File: src/rtl/sram_bus_arbiter.sv
// sram_bus_arbiter
//   Shares one SRAM-like memory port between the instruction fetch requester
//   and the data (load/store) requester. One address phase is granted at a
//   time and the grant is held until the bus accepts it. The owner of every
//   accepted transaction is queued in an in-order ID FIFO so each response
//   (data_ok/rdata) is routed back to the requester that issued it.
//
// Parameters
//   OUTSTANDING   max in-flight accepted transactions (power of 2, >= 2)
//   STARVE_LIMIT  consecutive data accepts, while inst_req waits, before the
//                 instruction side is forced through once
//
// Ports
//   clk, reset                         clock, synchronous active-high reset
//   inst_req/inst_addr                 fetch request (word reads only)
//   inst_addr_ok/inst_data_ok/rdata    fetch handshakes and data
//   data_req/wr/size/wstrb/addr/wdata  load/store request
//   data_addr_ok/data_data_ok/rdata    data handshakes and load data
//   bus_*                              shared memory-side port
//   err_unexp                          sticky: response seen with FIFO empty
module sram_bus_arbiter #(
    parameter int OUTSTANDING  = 2,
    parameter int STARVE_LIMIT = 4
) (
    input  logic        clk,
    input  logic        reset,

    input  logic        inst_req,
    input  logic [31:0] inst_addr,
    output logic        inst_addr_ok,
    output logic        inst_data_ok,
    output logic [31:0] inst_rdata,

    input  logic        data_req,
    input  logic        data_wr,
    input  logic [1:0]  data_size,
    input  logic [3:0]  data_wstrb,
    input  logic [31:0] data_addr,
    input  logic [31:0] data_wdata,
    output logic        data_addr_ok,
    output logic        data_data_ok,
    output logic [31:0] data_rdata,

    output logic        bus_req,
    output logic        bus_wr,
    output logic [1:0]  bus_size,
    output logic [3:0]  bus_wstrb,
    output logic [31:0] bus_addr,
    output logic [31:0] bus_wdata,
    input  logic        bus_addr_ok,
    input  logic        bus_data_ok,
    input  logic [31:0] bus_rdata,

    output logic        err_unexp
);

    localparam int PTR_W = (OUTSTANDING > 1) ? $clog2(OUTSTANDING) : 1;
    localparam int CNT_W = $clog2(OUTSTANDING + 1);
    localparam int STV_W = $clog2(STARVE_LIMIT + 1);

    typedef enum logic [1:0] {
        IDLE   = 2'd0,
        HOLD_I = 2'd1,
        HOLD_D = 2'd2
    } state_t;

    state_t             state;
    state_t             state_next;

    logic [CNT_W-1:0]   count;
    logic [PTR_W-1:0]   wr_ptr;
    logic [PTR_W-1:0]   rd_ptr;
    logic [OUTSTANDING-1:0] id_mem;   // 0 = instruction, 1 = data
    logic [STV_W-1:0]   starve_cnt;
    logic               err_q;

    logic               full;
    logic               empty;
    logic               starved;
    logic               grant_valid;
    logic               owner_data;
    logic               accept;
    logic               resp_valid;
    logic               head_data;

    // Full/empty use the registered count only, so a response arriving this
    // cycle never re-opens the grant path combinationally.
    assign full    = (count == CNT_W'(OUTSTANDING));
    assign empty   = (count == '0);
    assign starved = (starve_cnt == STV_W'(STARVE_LIMIT));

    // Arbitration and hold FSM
    always_comb begin
        state_next  = state;
        grant_valid = 1'b0;
        owner_data  = 1'b0;
        case (state)
            IDLE: begin
                if (!full) begin
                    if (starved && inst_req) begin
                        grant_valid = 1'b1;
                        owner_data  = 1'b0;
                    end else if (data_req) begin
                        grant_valid = 1'b1;
                        owner_data  = 1'b1;
                    end else if (inst_req) begin
                        grant_valid = 1'b1;
                        owner_data  = 1'b0;
                    end
                end
                if (grant_valid && !bus_addr_ok) begin
                    state_next = owner_data ? HOLD_D : HOLD_I;
                end
            end
            HOLD_I: begin
                // Owner keeps req/payload stable; no re-arbitration here.
                grant_valid = 1'b1;
                owner_data  = 1'b0;
                if (bus_addr_ok) state_next = IDLE;
            end
            HOLD_D: begin
                grant_valid = 1'b1;
                owner_data  = 1'b1;
                if (bus_addr_ok) state_next = IDLE;
            end
            default: begin
                state_next = IDLE;
            end
        endcase
    end

    // Grant mux: the owner drives the bus in the same cycle
    assign bus_req   = grant_valid && !reset;
    assign bus_wr    = owner_data ? data_wr    : 1'b0;
    assign bus_size  = owner_data ? data_size  : 2'd2;
    assign bus_wstrb = owner_data ? data_wstrb : 4'b0000;
    assign bus_addr  = owner_data ? data_addr  : inst_addr;
    assign bus_wdata = owner_data ? data_wdata : 32'h0;

    assign accept       = bus_req && bus_addr_ok;
    assign inst_addr_ok = accept && !owner_data;
    assign data_addr_ok = accept &&  owner_data;

    // Response routing from the FIFO head; a response with nothing in
    // flight is not forwarded to anyone and only flags the error.
    assign head_data    = id_mem[rd_ptr];
    assign resp_valid   = bus_data_ok && !empty && !reset;
    assign inst_data_ok = resp_valid && !head_data;
    assign data_data_ok = resp_valid &&  head_data;
    assign inst_rdata   = bus_rdata;
    assign data_rdata   = bus_rdata;
    assign err_unexp    = err_q;

    // Control registers
    always_ff @(posedge clk) begin
        if (reset) begin
            state      <= IDLE;
            count      <= '0;
            wr_ptr     <= '0;
            rd_ptr     <= '0;
            starve_cnt <= '0;
            err_q      <= 1'b0;
        end else begin
            state <= state_next;

            if (accept)     wr_ptr <= wr_ptr + PTR_W'(1);
            if (resp_valid) rd_ptr <= rd_ptr + PTR_W'(1);

            case ({accept, resp_valid})
                2'b10:   count <= count + CNT_W'(1);
                2'b01:   count <= count - CNT_W'(1);
                default: count <= count;
            endcase

            if (!inst_req || inst_addr_ok) begin
                starve_cnt <= '0;
            end else if (data_addr_ok && !starved) begin
                starve_cnt <= starve_cnt + STV_W'(1);
            end

            if (bus_data_ok && empty) err_q <= 1'b1;
        end
    end

    // ID storage: contents are only meaningful between push and pop, so no reset
    always_ff @(posedge clk) begin
        if (accept) id_mem[wr_ptr] <= owner_data;
    end

endmodule

File: config.mk
export PLATFORM = sky130hd
export DESIGN_NAME = sram_bus_arbiter
export DESIGN_NICKNAME = d
export VERILOG_FILES = /design/src/rtl/sram_bus_arbiter.sv
export SDC_FILE = /design/constraint.sdc
export NUM_CORES = 1
export LEC_CHECK = 0
export ABC_AREA = 1
export CAP_MARGIN = 20
export CORE_AREA = 2 2 109 111
export CTS_BUF_LIST = sky130_fd_sc_hd__clkbuf_4 sky130_fd_sc_hd__clkbuf_8
export DETAILED_ROUTE_END_ITERATION = 8
export DIE_AREA = 0 0 111 113
export GPL_TIMING_DRIVEN = 1
export PLACE_DENSITY = 0.68
export SLEW_MARGIN = 20
export SYNTH_ARGS = -nofsm -noshare
export SYNTH_HDL_FRONTEND = slang
export SYNTH_SLANG_ARGS = --single-unit
File: constraint.sdc
create_clock -name clk -period 4.9 [get_ports clk]
set_clock_uncertainty 0.2 [all_clocks]
set_input_delay 0.98 -clock clk [delete_from_list [all_inputs] [get_ports clk]]
set_output_delay 0.98 -clock clk [all_outputs]
set_load 0.02 [all_outputs]
### Word-level counts from Yosys, hierarchy flattened

Index checks and enable logic that the tools add are counted.

| operators by class | value |
|---|---|
| $lt $le $gt $ge | 3 |
| reduce and logical (&&, ||, !) cells | 27 |
| eq/ne operators | 8 |
| mux-type cells | 26 |
| add/sub/neg operators | 5 |

Operators with widths:

| kind | count |
|---|---|
| 32-bit 2-to-1 mux | 2 |
| 1-bit logical AND | 13 |
| 1-bit 2-to-1 mux | 13 |
| 2-bit 2-to-1 mux | 4 |
| 2-bit one-hot mux with 2 select lines | 2 |
| 1-bit zero test | 7 |
| 2-bit equality test, second input constant | 3 |
| 2-bit by 1-bit equality test with 1-bit output, second input constant | 2 |
| 2-bit zero test | 2 |
| 1-bit by 2-bit < comparator with 1-bit output, second input constant | 2 |
| 4-bit 2-to-1 mux | 1 |
| 1-bit one-hot mux with 2 select lines | 2 |
| 2-bit OR reduction | 2 |
| 3-bit by 1-bit adder with 3-bit output, second input constant | 1 |
| 3-bit equality test, second input constant | 1 |
| 1-bit adder, second input constant | 2 |
| 2-bit by 1-bit adder with 2-bit output, second input constant | 1 |
| 2-bit bitwise mux | 1 |
| 2-bit by 1-bit != test with 1-bit output, second input constant | 1 |
| 2-bit != test, second input constant | 1 |
| 2-bit AND reduction | 1 |
| 2-bit nonzero test | 1 |
| 2-bit by 1-bit subtractor with 2-bit output, second input constant | 1 |
| 1-bit demux with 1-bit select | 1 |
| other kinds (2) | 2 |

| word-level totals | value |
|---|---|
| word-level logic and storage cells | 76 |
| input bits | 141 |
| register bits | 12 |
| output and inout port bits | 141 |

### Longest topological paths before layout

Gate-level depths: netlist of run 1.

| depth | value |
|---|---|
| depth after elaboration | 11 |
| mapped depth | 11 |
| depth with buffers taken out | 11 |

### Least setup slack after synthesis of run 1

OpenSTA, ideal clock, no wires.

| timing path | value |
|---|---|
| kind | input to output |
| start | input port inst_req |
| end | output port bus_wdata[10] |
| slack | 1,874 ps |
| data arrival time | 1,846 ps |
| required time | 3,720 ps |
| stages on the path | 6 |
| path buffers | 1 |
| path through | nand3_1 nand4_4 nand2_4 inv_2 buf_2 nor2_1 |

| on the way | value |
|---|---|
| longest elaborated chain between the ends | 6 |

Ends and longest elaborated chain:

| item | line | source |
|---|---|---|
| start: declaration | 28 | `input logic inst_req,` |
| 1-bit logical AND | 100 | `if (starved && inst_req) begin` |
| 1-bit 2-to-1 mux | 100 |  |
| 1-bit 2-to-1 mux | 99 | `if (!full) begin` |
| 1-bit 2-to-1 mux | 97 | `case (state)` |
| 1-bit one-hot mux with 2 select lines | 97 |  |
| 32-bit 2-to-1 mux | 138 | `assign bus_wdata = owner_data ? data_wdata : 32'h0;` |
| end: declaration | 49 | `output logic [31:0] bus_wdata,` |

Every way passes these cells. The select of a mux whose other input is x is not followed.

### Worst setup path in the final report of run 1

| timing path | value |
|---|---|
| start | input port inst_req |
| end | output port bus_addr[25] |

| on the way | value |
|---|---|
| longest elaborated chain between the ends | 6 |

Ends and longest elaborated chain:

| item | line | source |
|---|---|---|
| 1-bit logical AND | 100 |  |
| 1-bit 2-to-1 mux | 100 |  |
| 1-bit 2-to-1 mux | 99 |  |
| 1-bit 2-to-1 mux | 97 |  |
| 1-bit one-hot mux with 2 select lines | 97 |  |
| 32-bit 2-to-1 mux | 137 | `assign bus_addr = owner_data ? data_addr : inst_addr;` |
| end: declaration | 48 | `output logic [31:0] bus_addr,` |

Every way passes these cells. The select of a mux whose other input is x is not followed.

==> results of run 1 <==
[power groups by stage]
stage	combinational, mW	sequential [mW]	clock (mW)
finish	1.46	0.138	0.0919
global route	1.58	0.140	0.100
CTS	1.49	0.138	0.0957
detailed placement	1.48	0.140	0
global placement	1.46	0.138	0
floorplan	0.868	0.138	0
[critical path, cell delays in order]
cell	delay (ns)
clkdlybuf4s50_1	0.50
nand3_1	0.15
nand4_4	0.11
nand2_4	0.12
inv_2	0.09
buf_12	0.27
nand2_1	0.10
nand2_1	0.07
clkdlybuf4s50_1	0.62
[layout make-up]
type,instances,area (um^2),area share
multi-input combinational,199,905.9,0.2600
timing repair buffer,187,1877,0.5386
clock buffer,3,41.29,0.01185
inverter,58,217.7,0.06248
sequential,12,260.3,0.07469
tap,143,178.9,0.05135
clock inverter,1,3.754,0.001077
[logic make-up (layout without fill, tap and decap cells)]
logic type      count (synthesis)  in the layout  share of synthesized area
simple gates                  175            175                     0.3837
buf+inv                       132            249                     0.3909
compound gates                 18             18                    0.05033
flops                          12             12                     0.1359
fa+ha+maj                       6              6                    0.03921
[synth_stat cells, types with 2 or more instances]
master,number
inv_1,56
buf_2,10
edfxtp_1,2
dfxtp_1,10
nand2_1,106
or2_2,2
nand2_4,2
a21oi_1,7
ha_1,6
inv_2,2
nand2_2,2
nor2_1,52
nand3_1,5
buf_4,64
o21ai_0,8
[through the flow]
stage	power (mW)	cell area, um^2	cells
after global placement	1.598	3440	599
after CTS	1.720	3485	603
final	1.694	3485	603
after global routing	1.822	3485	603
after detailed placement	1.621	3440	599
after floorplan	1.006	1914	343
[registers in the layout (all words and copies together) (netlist names)]
name,cells
starve_cnt,3
count,2
id_mem,2
state,2
err_unexp,1
rd_ptr,1
wr_ptr,1
[metal layers]
layer	up-vias	part of all wire	GRT usage
met5	-	0	0
li1	1174	-	-
met2	180	0.49	0.1820
met3	13	0.14	0.05303
met1	937	0.36	0.1110
met4	0	0.019	0.02833
[placed cells by master, fill, tap and decap left out, types with 3 or more instances in the layout]
cell type and instances:
ha_1 6, dfxtp_1 10, nand3_1 5, inv_1 56, o21ai_0 8, a21oi_1 7
clkbuf_8 3, nand2_1 106, clkdlybuf4s50_1 184, nor2_1 52
[path summary, 6_finish.rpt]
kind                  start      endpoint  slack (ns)
setup / recovery   inst_req  bus_addr[25]        0.66
hold / removal    err_unexp     err_unexp        0.27
hold reg to reg   err_unexp     err_unexp        0.27
setup reg to reg   state[0]      count[1]        2.76
==> results by group, run 1 <==
Routing
  – DRC violation count after routing: 0
  – Vias: between 2000 and 2500
  – DR pass1 iterations: 5
  – Drt wl/cell: ~12 um
  – Final ANT Viol Nets: 0
  – 1st-iter DRT viols: 65
  – Vias per inst: around 3.8
  – Drt total wl: approximately 7000 um

Die
  – Die Ht: between 100 and 150 um
  – Initial Util: 0.1698
  – Die W: 111 um
  – IO Pins: between 200 and 300
  – Core area: between 0.01 and 0.015 mm^2
  – Die area: between 0.01 and 0.015 mm^2
  – Std-Cell Rows: 39

Timing
  – Final hold slack: roughly 0.27 ns
  – Relative slew margins: 0.7904
  – RSZ-0062 raised after global routing: no
  – Final worst setup slack: approximately 0.66 ns
  – Fin. Hold Viols: 0
  – Fmax: 0.2358 GHz
  – Final Cycle Share: 0.8656
  – Final setup vio count: 0
  – Crit path time final: about 4.2 ns
  – Setup TNS: 0 ns
  – Max-slew violation count: 0
  – Slew of the pin with the lowest slew margin: around 0.31 ns

Flow run
  – Max-cap violations: 0

Synthesis
  – Synth Area per Inst: roughly 5.6 um^2
  – Register area share after synthesis: 0.1359
  – Mapped Cells: between 300 and 400
  – Syn. warnings: 0
  – Post-synth EDFFs: 2
  – Number of synthesized register bits: 12
  – Leading area contributor after synthesis: buf_4
  – Net count after synthesis: 490
  – Ranking of synthesized cells by area: buf_4 25%, nand2_1 21%, inv_1 11%, dfxtp_1 10%, nor2_1 10%
  – Asr flop ratio synth: 0
  – Post-synth cell types: 24
  – Post-Syn Area: between 0.0015 and 0.002 mm^2
  – Post-synth top area share: 0.2510
  – Synth Flop Type: dfxtp_1

Clocking
  – Root Buffer: clkbuf_8
  – Cts repair resizes: 0
  – CTS tree: built
  – Hold bufs inserted after CTS: 0
  – Post-CTS setup repair buffer count: 0
  – Htree depth: 1
  – Clk pin slew, worst setup/hold paths: around 0.050 ns
  – Worst skew pair latency: 0.24 ns
  – CTS Buffer Depth: 2
  – Inserted Clock Buffers: 3
  – CTS Sinks: 12

Power
  – Pleak: between 1.5 and 2 nW
  – Sw Share: 0.5079
  – Internal: between 0.8 and 0.9 mW
  – Worst VDD drop: about 270 uV
  – Share of total power in sequential cells: 0.081
  – Logic pwr share: 0.864
  – Switching power of the nets: around 0.86 mW
  – Clk pwr share: 0.054
  – PD cells: a little under 500 mW/mm^2

Status
  – Status: finished, final reports clean

Setup path
  – Reg2reg path depth: 10
  – Kind of critical path: in -> out
  – CP arrival: 3.06 ns
  – Startpoint Class: input port
  – Critical Path Fanout Max: a little over 70
  – CP required: between 3 and 4 ns
  – Critical Path Sink Type: output pin

Placed design
  – Placer Congestion: slightly below 0.8
  – HPWL after DPL: about 6100 um
  – Pre-CTS setup slack: between 0.6 and 0.7 ns
  – Number of port buffers: about 190

Layout
  – Share of cells above drive strength 1: 0.03913
  – Fin util: 0.3091
  – # fillers: around 1200
  – Layout area overhead: 82.03%
  – Layout Nets: just over 600
  – # diodes: 0

Global routing
  – First-pass GRT wire length: 10640 um
  – Initial antenna violation count: 0
  – Largest net degree at the start of global routing: 73
  – Vias in the first global route: ~2100
  – Total Routing Usage GR: 0.1040
  – Total congestion overflow: 0

Min path
  – Worst hold path class: reg -> reg
  – Hold Path Cell Cnt: 2
Note: power is estimated with default switching activity, not from simulation.
==> run 2: changes to the inputs <==
CTS_CLUSTER_DIAMETER = 80   (was not set)
==> results of run 2 <==
Same layout as run 1: the final DEF is identical, and so are final timing and power.
